--- config.mk ---
export PLATFORM = sky130hd
export DESIGN_NAME = branch_control_unit_flat
export DESIGN_NICKNAME = d
export VERILOG_FILES = /design/src/rtl/branch_control_unit_if.sv /design/src/rtl/branch_control_unit.sv /design/src/flat_wrapper.sv
export SDC_FILE = /design/constraint.sdc
export NUM_CORES = 1
export LEC_CHECK = 0
export ABC_CLOCK_PERIOD_IN_PS = 1900
export CAP_MARGIN = 15
export CORE_MARGIN = 1.5
export CORE_UTILIZATION = 30
export CTS_BUF_LIST = sky130_fd_sc_hd__clkbuf_8
export DETAILED_ROUTE_END_ITERATION = 10
export PLACE_DENSITY_LB_ADDON = 0.08
export SLEW_MARGIN = 20
export SYNTH_ARGS = -nofsm -noshare
export SYNTH_HDL_FRONTEND = slang
export SYNTH_SLANG_ARGS = --single-unit
--- constraint.sdc ---
create_clock -name Clock -period 1.9 [get_ports Clock]
set_input_delay 0.19 -clock Clock [delete_from_list [all_inputs] [get_ports Clock]]
set_output_delay 0.19 -clock Clock [all_outputs]
set_load 0.01 [all_outputs]
--- src/rtl/branch_control_unit_if.sv ---
// Control/status bundle between the branch control unit and the CPU datapath/memory.
// The master side is the control FSM; the slave side is the datapath that obeys the strobes.
interface branch_control_unit_if #(
  parameter int DATA_WIDTH = 32
);
  logic [DATA_WIDTH-1:0] ir;
  logic                  con_ff_bit;
  logic                  memory_done;

  logic PCout, MDRout, Zlo_out, Cout, BAout, Rout;
  logic MARin, Zin, PCin, MDRin, IRin, Yin, Rin, CONin;
  logic Gra, Grb, IncPC;
  logic [4:0] opcode;
  logic Mem_Read, Mem_enable512x32;
  logic HIout, LOout, Zhi_out, Inport_out, HIin, LOin, Grc, outport_in, Mem_Write;
  logic run, illegal_op, mem_fault;

  modport master (
    input  ir, con_ff_bit, memory_done,
    output PCout, MDRout, Zlo_out, Cout, BAout, Rout,
    output MARin, Zin, PCin, MDRin, IRin, Yin, Rin, CONin,
    output Gra, Grb, IncPC, opcode, Mem_Read, Mem_enable512x32,
    output HIout, LOout, Zhi_out, Inport_out, HIin, LOin, Grc, outport_in, Mem_Write,
    output run, illegal_op, mem_fault
  );

  modport slave (
    output ir, con_ff_bit, memory_done,
    input  PCout, MDRout, Zlo_out, Cout, BAout, Rout,
    input  MARin, Zin, PCin, MDRin, IRin, Yin, Rin, CONin,
    input  Gra, Grb, IncPC, opcode, Mem_Read, Mem_enable512x32,
    input  HIout, LOout, Zhi_out, Inport_out, HIin, LOin, Grc, outport_in, Mem_Write,
    input  run, illegal_op, mem_fault
  );
endinterface

--- src/rtl/branch_control_unit.sv ---
// Hardwired control FSM: fetch/decode, then ldi, conditional branch, nop and halt execution.
// Strobes decode from state (T3 and BR6 also look at ir / con_ff_bit); clear forces every output low.
module branch_control_unit #(
  parameter int         DATA_WIDTH  = 32,
  parameter logic [4:0] OP_LDI      = 5'b00001,
  parameter logic [4:0] OP_BR       = 5'b10011,
  parameter logic [4:0] OP_NOP      = 5'b11010,
  parameter logic [4:0] OP_HALT     = 5'b11011,
  parameter logic [4:0] ALU_ADD     = 5'b00011,
  parameter int         MEM_TIMEOUT = 16
) (
  input  logic                  Clock,
  input  logic                  clear,
  branch_control_unit_if.master bus
);

  localparam logic [3:0] S_RST    = 4'd0;
  localparam logic [3:0] S_T0     = 4'd1;
  localparam logic [3:0] S_T1     = 4'd2;
  localparam logic [3:0] S_T2     = 4'd3;
  localparam logic [3:0] S_T3     = 4'd4;
  localparam logic [3:0] S_LDI4   = 4'd5;
  localparam logic [3:0] S_LDI5   = 4'd6;
  localparam logic [3:0] S_BR4    = 4'd7;
  localparam logic [3:0] S_BR5    = 4'd8;
  localparam logic [3:0] S_BR6    = 4'd9;
  localparam logic [3:0] S_HALTED = 4'd10;

  localparam int              CNT_W    = $clog2(MEM_TIMEOUT + 1);
  localparam logic [CNT_W-1:0] CNT_LAST = CNT_W'(MEM_TIMEOUT - 1);

  typedef struct packed {
    logic       pc_out, mdr_out, zlo_out, c_out, ba_out, r_out;
    logic       mar_in, z_in, pc_in, mdr_in, ir_in, y_in, r_in, con_in;
    logic       gra, grb, inc_pc;
    logic [4:0] alu_op;
    logic       mem_read, mem_en;
  } ctrl_t;

  logic [3:0]       state_r, state_nxt_s;
  logic [CNT_W-1:0] wait_cnt_r;
  logic             illegal_r, fault_r;
  logic             illegal_set_s, fault_set_s;
  ctrl_t            ctrl_s, ctrl_out_s;
  logic             run_s, illegal_out_s, fault_out_s;
  logic [4:0]       op_s;
  logic [DATA_WIDTH-6:0] ir_unused_s;

  assign op_s        = bus.ir[DATA_WIDTH-1 -: 5];
  assign ir_unused_s = bus.ir[DATA_WIDTH-6:0];

  // Next-state and strobe decode.
  always_comb begin
    state_nxt_s   = state_r;
    ctrl_s        = '0;
    illegal_set_s = 1'b0;
    fault_set_s   = 1'b0;
    case (state_r)
      S_RST: state_nxt_s = S_T0;
      S_T0: begin
        ctrl_s.pc_out = 1'b1; ctrl_s.inc_pc = 1'b1; ctrl_s.mar_in = 1'b1; ctrl_s.z_in = 1'b1;
        ctrl_s.alu_op = ALU_ADD;
        state_nxt_s   = S_T1;
      end
      S_T1: begin
        ctrl_s.zlo_out = 1'b1; ctrl_s.pc_in = 1'b1; ctrl_s.mdr_in = 1'b1;
        ctrl_s.mem_read = 1'b1; ctrl_s.mem_en = 1'b1;
        if (bus.memory_done) begin
          state_nxt_s = S_T2;
        end else if (wait_cnt_r == CNT_LAST) begin
          state_nxt_s = S_HALTED;
          fault_set_s = 1'b1;
        end else begin
          state_nxt_s = S_T1;
        end
      end
      S_T2: begin
        ctrl_s.mdr_out = 1'b1; ctrl_s.ir_in = 1'b1;
        state_nxt_s    = S_T3;
      end
      S_T3: begin
        case (op_s)
          OP_LDI: begin
            ctrl_s.grb = 1'b1; ctrl_s.ba_out = 1'b1; ctrl_s.y_in = 1'b1;
            state_nxt_s = S_LDI4;
          end
          OP_BR: begin
            ctrl_s.gra = 1'b1; ctrl_s.r_out = 1'b1; ctrl_s.con_in = 1'b1;
            state_nxt_s = S_BR4;
          end
          OP_NOP:  state_nxt_s = S_T0;
          OP_HALT: state_nxt_s = S_HALTED;
          default: begin
            illegal_set_s = 1'b1;
            state_nxt_s   = S_HALTED;
          end
        endcase
      end
      S_LDI4: begin
        ctrl_s.c_out = 1'b1; ctrl_s.z_in = 1'b1; ctrl_s.alu_op = ALU_ADD;
        state_nxt_s  = S_LDI5;
      end
      S_LDI5: begin
        ctrl_s.zlo_out = 1'b1; ctrl_s.gra = 1'b1; ctrl_s.r_in = 1'b1;
        state_nxt_s    = S_T0;
      end
      S_BR4: begin
        ctrl_s.pc_out = 1'b1; ctrl_s.y_in = 1'b1;
        state_nxt_s   = S_BR5;
      end
      S_BR5: begin
        ctrl_s.c_out = 1'b1; ctrl_s.z_in = 1'b1; ctrl_s.alu_op = ALU_ADD;
        state_nxt_s  = S_BR6;
      end
      S_BR6: begin
        ctrl_s.zlo_out = 1'b1; ctrl_s.pc_in = bus.con_ff_bit;
        state_nxt_s    = S_T0;
      end
      S_HALTED: state_nxt_s = S_HALTED;
      default:  state_nxt_s = S_RST;
    endcase
  end

  // State, fetch wait counter and sticky fault flags.
  always_ff @(posedge Clock) begin
    if (clear) begin
      state_r    <= S_RST;
      wait_cnt_r <= '0;
      illegal_r  <= 1'b0;
      fault_r    <= 1'b0;
    end else begin
      state_r <= state_nxt_s;
      if ((state_r == S_T1) && (state_nxt_s == S_T1)) begin
        wait_cnt_r <= wait_cnt_r + CNT_W'(1);
      end else begin
        wait_cnt_r <= '0;
      end
      illegal_r <= illegal_r | illegal_set_s;
      fault_r   <= fault_r | fault_set_s;
    end
  end

  // clear silences every output in the same cycle, including an in-flight memory read.
  always_comb begin
    if (clear) begin
      ctrl_out_s    = '0;
      run_s         = 1'b0;
      illegal_out_s = 1'b0;
      fault_out_s   = 1'b0;
    end else begin
      ctrl_out_s    = ctrl_s;
      run_s         = (state_r != S_RST) && (state_r != S_HALTED);
      illegal_out_s = illegal_r;
      fault_out_s   = fault_r;
    end
  end

  assign bus.PCout            = ctrl_out_s.pc_out;
  assign bus.MDRout           = ctrl_out_s.mdr_out;
  assign bus.Zlo_out          = ctrl_out_s.zlo_out;
  assign bus.Cout             = ctrl_out_s.c_out;
  assign bus.BAout            = ctrl_out_s.ba_out;
  assign bus.Rout             = ctrl_out_s.r_out;
  assign bus.MARin            = ctrl_out_s.mar_in;
  assign bus.Zin              = ctrl_out_s.z_in;
  assign bus.PCin             = ctrl_out_s.pc_in;
  assign bus.MDRin            = ctrl_out_s.mdr_in;
  assign bus.IRin             = ctrl_out_s.ir_in;
  assign bus.Yin              = ctrl_out_s.y_in;
  assign bus.Rin              = ctrl_out_s.r_in;
  assign bus.CONin            = ctrl_out_s.con_in;
  assign bus.Gra              = ctrl_out_s.gra;
  assign bus.Grb              = ctrl_out_s.grb;
  assign bus.IncPC            = ctrl_out_s.inc_pc;
  assign bus.opcode           = ctrl_out_s.alu_op;
  assign bus.Mem_Read         = ctrl_out_s.mem_read;
  assign bus.Mem_enable512x32 = ctrl_out_s.mem_en;
  assign bus.run              = run_s;
  assign bus.illegal_op       = illegal_out_s;
  assign bus.mem_fault        = fault_out_s;

  assign bus.HIout      = 1'b0;
  assign bus.LOout      = 1'b0;
  assign bus.Zhi_out    = 1'b0;
  assign bus.Inport_out = 1'b0;
  assign bus.HIin       = 1'b0;
  assign bus.LOin       = 1'b0;
  assign bus.Grc        = 1'b0;
  assign bus.outport_in = 1'b0;
  assign bus.Mem_Write  = 1'b0;

endmodule
--- src/flat_wrapper.sv ---
// flat-port wrapper written by rule: the top's interface ports become plain ports
module branch_control_unit_flat 
#(
  parameter int         DATA_WIDTH  = 32,
  parameter logic [4:0] OP_LDI      = 5'b00001,
  parameter logic [4:0] OP_BR       = 5'b10011,
  parameter logic [4:0] OP_NOP      = 5'b11010,
  parameter logic [4:0] OP_HALT     = 5'b11011,
  parameter logic [4:0] ALU_ADD     = 5'b00011,
  parameter int         MEM_TIMEOUT = 16
)
  (Clock, clear, bus_ir, bus_con_ff_bit, bus_memory_done, bus_PCout, bus_MDRout, bus_Zlo_out, bus_Cout, bus_BAout, bus_Rout, bus_MARin, bus_Zin, bus_PCin, bus_MDRin, bus_IRin, bus_Yin, bus_Rin, bus_CONin, bus_Gra, bus_Grb, bus_IncPC, bus_opcode, bus_Mem_Read, bus_Mem_enable512x32, bus_HIout, bus_LOout, bus_Zhi_out, bus_Inport_out, bus_HIin, bus_LOin, bus_Grc, bus_outport_in, bus_Mem_Write, bus_run, bus_illegal_op, bus_mem_fault);
  branch_control_unit_if #(.DATA_WIDTH(DATA_WIDTH)) bus_i ();
  input  logic Clock;
  input  logic clear;
  input wire logic [$bits(bus_i.ir)-1:0] bus_ir;
  input wire logic [$bits(bus_i.con_ff_bit)-1:0] bus_con_ff_bit;
  input wire logic [$bits(bus_i.memory_done)-1:0] bus_memory_done;
  output wire logic [$bits(bus_i.PCout)-1:0] bus_PCout;
  output wire logic [$bits(bus_i.MDRout)-1:0] bus_MDRout;
  output wire logic [$bits(bus_i.Zlo_out)-1:0] bus_Zlo_out;
  output wire logic [$bits(bus_i.Cout)-1:0] bus_Cout;
  output wire logic [$bits(bus_i.BAout)-1:0] bus_BAout;
  output wire logic [$bits(bus_i.Rout)-1:0] bus_Rout;
  output wire logic [$bits(bus_i.MARin)-1:0] bus_MARin;
  output wire logic [$bits(bus_i.Zin)-1:0] bus_Zin;
  output wire logic [$bits(bus_i.PCin)-1:0] bus_PCin;
  output wire logic [$bits(bus_i.MDRin)-1:0] bus_MDRin;
  output wire logic [$bits(bus_i.IRin)-1:0] bus_IRin;
  output wire logic [$bits(bus_i.Yin)-1:0] bus_Yin;
  output wire logic [$bits(bus_i.Rin)-1:0] bus_Rin;
  output wire logic [$bits(bus_i.CONin)-1:0] bus_CONin;
  output wire logic [$bits(bus_i.Gra)-1:0] bus_Gra;
  output wire logic [$bits(bus_i.Grb)-1:0] bus_Grb;
  output wire logic [$bits(bus_i.IncPC)-1:0] bus_IncPC;
  output wire logic [$bits(bus_i.opcode)-1:0] bus_opcode;
  output wire logic [$bits(bus_i.Mem_Read)-1:0] bus_Mem_Read;
  output wire logic [$bits(bus_i.Mem_enable512x32)-1:0] bus_Mem_enable512x32;
  output wire logic [$bits(bus_i.HIout)-1:0] bus_HIout;
  output wire logic [$bits(bus_i.LOout)-1:0] bus_LOout;
  output wire logic [$bits(bus_i.Zhi_out)-1:0] bus_Zhi_out;
  output wire logic [$bits(bus_i.Inport_out)-1:0] bus_Inport_out;
  output wire logic [$bits(bus_i.HIin)-1:0] bus_HIin;
  output wire logic [$bits(bus_i.LOin)-1:0] bus_LOin;
  output wire logic [$bits(bus_i.Grc)-1:0] bus_Grc;
  output wire logic [$bits(bus_i.outport_in)-1:0] bus_outport_in;
  output wire logic [$bits(bus_i.Mem_Write)-1:0] bus_Mem_Write;
  output wire logic [$bits(bus_i.run)-1:0] bus_run;
  output wire logic [$bits(bus_i.illegal_op)-1:0] bus_illegal_op;
  output wire logic [$bits(bus_i.mem_fault)-1:0] bus_mem_fault;
  assign bus_i.ir = bus_ir;
  assign bus_i.con_ff_bit = bus_con_ff_bit;
  assign bus_i.memory_done = bus_memory_done;
  assign bus_PCout = bus_i.PCout;
  assign bus_MDRout = bus_i.MDRout;
  assign bus_Zlo_out = bus_i.Zlo_out;
  assign bus_Cout = bus_i.Cout;
  assign bus_BAout = bus_i.BAout;
  assign bus_Rout = bus_i.Rout;
  assign bus_MARin = bus_i.MARin;
  assign bus_Zin = bus_i.Zin;
  assign bus_PCin = bus_i.PCin;
  assign bus_MDRin = bus_i.MDRin;
  assign bus_IRin = bus_i.IRin;
  assign bus_Yin = bus_i.Yin;
  assign bus_Rin = bus_i.Rin;
  assign bus_CONin = bus_i.CONin;
  assign bus_Gra = bus_i.Gra;
  assign bus_Grb = bus_i.Grb;
  assign bus_IncPC = bus_i.IncPC;
  assign bus_opcode = bus_i.opcode;
  assign bus_Mem_Read = bus_i.Mem_Read;
  assign bus_Mem_enable512x32 = bus_i.Mem_enable512x32;
  assign bus_HIout = bus_i.HIout;
  assign bus_LOout = bus_i.LOout;
  assign bus_Zhi_out = bus_i.Zhi_out;
  assign bus_Inport_out = bus_i.Inport_out;
  assign bus_HIin = bus_i.HIin;
  assign bus_LOin = bus_i.LOin;
  assign bus_Grc = bus_i.Grc;
  assign bus_outport_in = bus_i.outport_in;
  assign bus_Mem_Write = bus_i.Mem_Write;
  assign bus_run = bus_i.run;
  assign bus_illegal_op = bus_i.illegal_op;
  assign bus_mem_fault = bus_i.mem_fault;
  branch_control_unit #(.DATA_WIDTH(DATA_WIDTH), .OP_LDI(OP_LDI), .OP_BR(OP_BR), .OP_NOP(OP_NOP), .OP_HALT(OP_HALT), .ALU_ADD(ALU_ADD), .MEM_TIMEOUT(MEM_TIMEOUT)) u_core (.Clock(Clock), .clear(clear), .bus(bus_i));
endmodule
==> run_results.csv <==
group,metric,value,unit
floorplanning,ios,72,
floorplanning,core_area,3080,µm²
synth,synthDistinctLibCells,42,
worst_hold_path,hold_path.class,"reg -> reg",
synth,synthSimpleGateAreaFrac,34.2,%
synth,synthCells,125,
clocking,clkSlewWorstSetupHoldPaths,0.05,ns
placed_design,gp_congestion,0.750,
global_routing,grt_start_max_net_pins,17,
timing,hold_viol_final,0,
synth,ys_warn_count,0,
drt,vias,968,
critical_path,crit_fanout,5,
timing,final_max_slew_viol_count,0,
critical_path,critPathKind,"reg -> out",
synth,ys_seq_area_share,22.5,%
synth,synthAdderAreaFrac,2.55,%
placed_design,hpwl,1790,µm
drt,wl_per_cell,10.8,µm
critical_path,r2r_cells,5,
critical_path,arrival,1.65,ns
global_routing,antenna_found_initial,0,
drt,routed_via_density,4.61,
drt,wirelength,2270,µm
global_routing,grt_pass1_wl,3620,µm
worst_hold_path,worstHoldStart,"u_core.wait_cnt_r[0]$_SDFF_PP0_",
floorplanning,die_x,60.1,µm
cells_and_area,post-route-util,46.4,%
cells_and_area,seq_area,221,µm²
pwr,pwr_density_cell,1030,nW/µm²
timing,fin_crit_sh,97.0,%
synth,synth_mux_area_share,0,%
pwr,peakVddDrop,445,µV
pwr,leakagePower,0.639,nW
timing,timing.fmax,543,MHz
global_routing,grt_usage,12.9,%
critical_path,worst_r2r_startpoint,"u_core.state_r[2]$_SDFF_PP0_",
critical_path,slowest_stage,"or3_4",
synth,synth_top_family_by_area,"simple AND/OR/NAND/NOR gates",
clocking,clockBufferDepth,2,
cells_and_area,layout_commonest_cell,"buf_4",
synth,synth-xor-area-share,4.47,%
cells_and_area,final_nets,205,
synth,async_reset_ff_share,0,%
critical_path,cp_cell_sequence,"buf_4 -> or3_4 -> buf_4 -> nor2_1 -> dlygate4sd2_1",
timing,setup_viol,0,
timing,whs,0.449,ns
timing,layout_min_cycle_time,1.84,ns
timing,rsz0062_at_grt,"true",
critical_path,crit_top_cell,"buf_4",
placed_design,port_buffers,32,
timing,fin_skew,0.00287,ns
cells_and_area,final_cell_mix,"21 x buf_4, 15 x dlygate4sd2_1, 12 x conb_1, 10 x clkdlybuf4s50_1, 10 x dfxtp_1",
clocking,cts_tree,"yes",
clocking,postCtsSetupBuffers,0,
synth,netlist_area,980,µm²
synth,synth-edff-count,0,
critical_path,r2r_setup_slack,0.31,ns
outcome,status,"completed",
floorplanning,rows,20,
critical_path,critPathCaptureType,"primary output",
floorplanning,die_h,60.1,µm
drt,drtIter0Drc,28,
drt,postRouteAntennaNets,0,
cells_and_area,syn_to_final_growth,45.7,%
worst_hold_path,hold_path_depth,1,
floorplanning,start_util,31.8,%
synth,synth_compound_area_share,15.5,%
clocking,cts-root-buf,"clkbuf_8",
drt,drc_errors,0,
clocking,postCtsHoldBufs,0,
synth,synth_seq_cells,11,
floorplanning,design.die.area,3620,µm²
critical_path,cp_num_buf_inv,3,
clocking,ctsHtreeMaxLevel,1,
critical_path,start_kind,"flip-flop",
drt,drtPass1Iterations,4,
synth,synth.avg_cell_area,7.84,µm²
cells_and_area,fillCellCount,333,
global_routing,overflow,0,
cells_and_area,n_antenna_cell,0,
flow_run,timing.max_cap.violations,0,
critical_path,regToRegEndpoint,"u_core.wait_cnt_r[2]$_SDFF_PP0_",
critical_path,crit_path_max_incr_delay,0.38,ns
clocking,clock_latency,0.24,ns
critical_path,crit_required,1.71,ns
clocking,cts_buffers,3,
global_routing,grt_pass1_vias,885,
worst_hold_path,whs_endpoint,"u_core.wait_cnt_r[0]$_SDFF_PP0_",
cells_and_area,drive_above_1_share,25.3,%
synth,ys.flop_type,"dfxtp_1",
clocking,numClockSinks,11,
cells_and_area,multi_input_area,633,µm²
critical_path,cp_top_family,"buffers and inverters",
[registers in the layout, indices dropped and copies added, names as in the netlist]
name,flops
u_core.wait_cnt_r,5
u_core.state_r,4
u_core.fault_r,1
u_core.illegal_r,1
[cells in the mapped netlist (2+ instances only)]
cell,instances,area share (%)
buf_4,20,15
dfxtp_1,11,22
nor2_1,8,3.1
nor3_1,8,4.1
a21oi_1,5,2.6
buf_2,4,2.0
inv_1,4,1.5
nand2_1,4,1.5
nand2b_1,4,2.6
nand3_1,4,2.0
a211oi_1,3,2.3
clkbuf_1,3,1.1
nand3b_1,3,2.3
nor4_1,3,1.9
xor2_1,3,2.7
ha_1,2,2.6
nand4b_1,2,1.8
nor2b_1,2,1.3
nor3_2,2,2.0
nor3b_1,2,1.5
o21ai_0,2,1.0
o22a_1,2,1.8
o2bb2ai_1,2,1.8
or2_2,2,1.3
or3_4,2,2.3
xnor2_1,2,1.8
[layer usage]
metal	global-route usage (%)	part of all wire (%)
met5	0	0
met4	0.952	0
met3	3.68	4.7
met2	22.5	48
met1	16.4	47
[report_power, final]
part	leakage [nW]	internal [W]	switching (W)
sequential	0.0900	0.000279	0.0000428
combinational	0.522	0.000465	0.000455
clock	0.0269	0.000141	0.0000839
total	0.639	0.000886	0.000582
[worst max-delay path by stage]
stage	from	endpoint	slack (ns)	depth (start not counted)
floorplan	u_core.state_r[0]$_SDFF_PP0_	bus_Grb	0.1	5
global placement	bus_ir[27]	bus_Grb	-0.21	6
detailed placement	bus_ir[27]	bus_BAout	-0.22	6
CTS	u_core.state_r[2]$_SDFF_PP0_	bus_opcode[0]	0.02	5
global route	u_core.state_r[2]$_SDFF_PP0_	bus_Mem_Read	-0.03	5
finish	u_core.state_r[2]$_SDFF_PP0_	bus_MDRin	0.06	5
[metrics by stage]
step	cells	TNS (ns)	area, µm²	worst slack, ns	power, W
finish	210	0	1430	0.0570	0.00147
global route	210	-0.113	1430	-0.0332	0.00159
CTS	210	0	1410	0.0225	0.00147
detailed placement	206	-2.35	1380	-0.218	0.00129
global placement	206	-2.24	1380	-0.205	0.00129
floorplan	136	0	1020	0.0977	0.000910
[worst reg2reg max path, delay by kind of cell (launching register included)]
kind / cells / cell delay (ns)
buffers and inverters: 2 / 0.29
flip-flops: 1 / 0.33
AND/OR/NAND/NOR: 3 / 0.90
[final cells by class]
cell class	instances	area share [%]
clock buffers	3	2.89
clock inverters	1	0.263
inverters	4	1.05
multi-input cells	93	44.3
flip-flops and latches	11	15.5
well taps	44	3.86
repair buffers	54	32.1
[logic make-up (layout without fill, tap and decap cells)]
kind of cell,Yosys count,after routing
simple gates,53,53
buf+inv,32,62
compound gates,21,21
flops,11,11
xor+xnor,5,5
fa+ha+maj,2,2
other cells,1,12
[repair_timing]
item	4_1_cts	5_1_grt
resized for setup	25	14
endpoints found under the setup margin	21	15
pin swaps	0	1
cloned	0	0
Note: power is estimated with default switching activity, not from simulation.
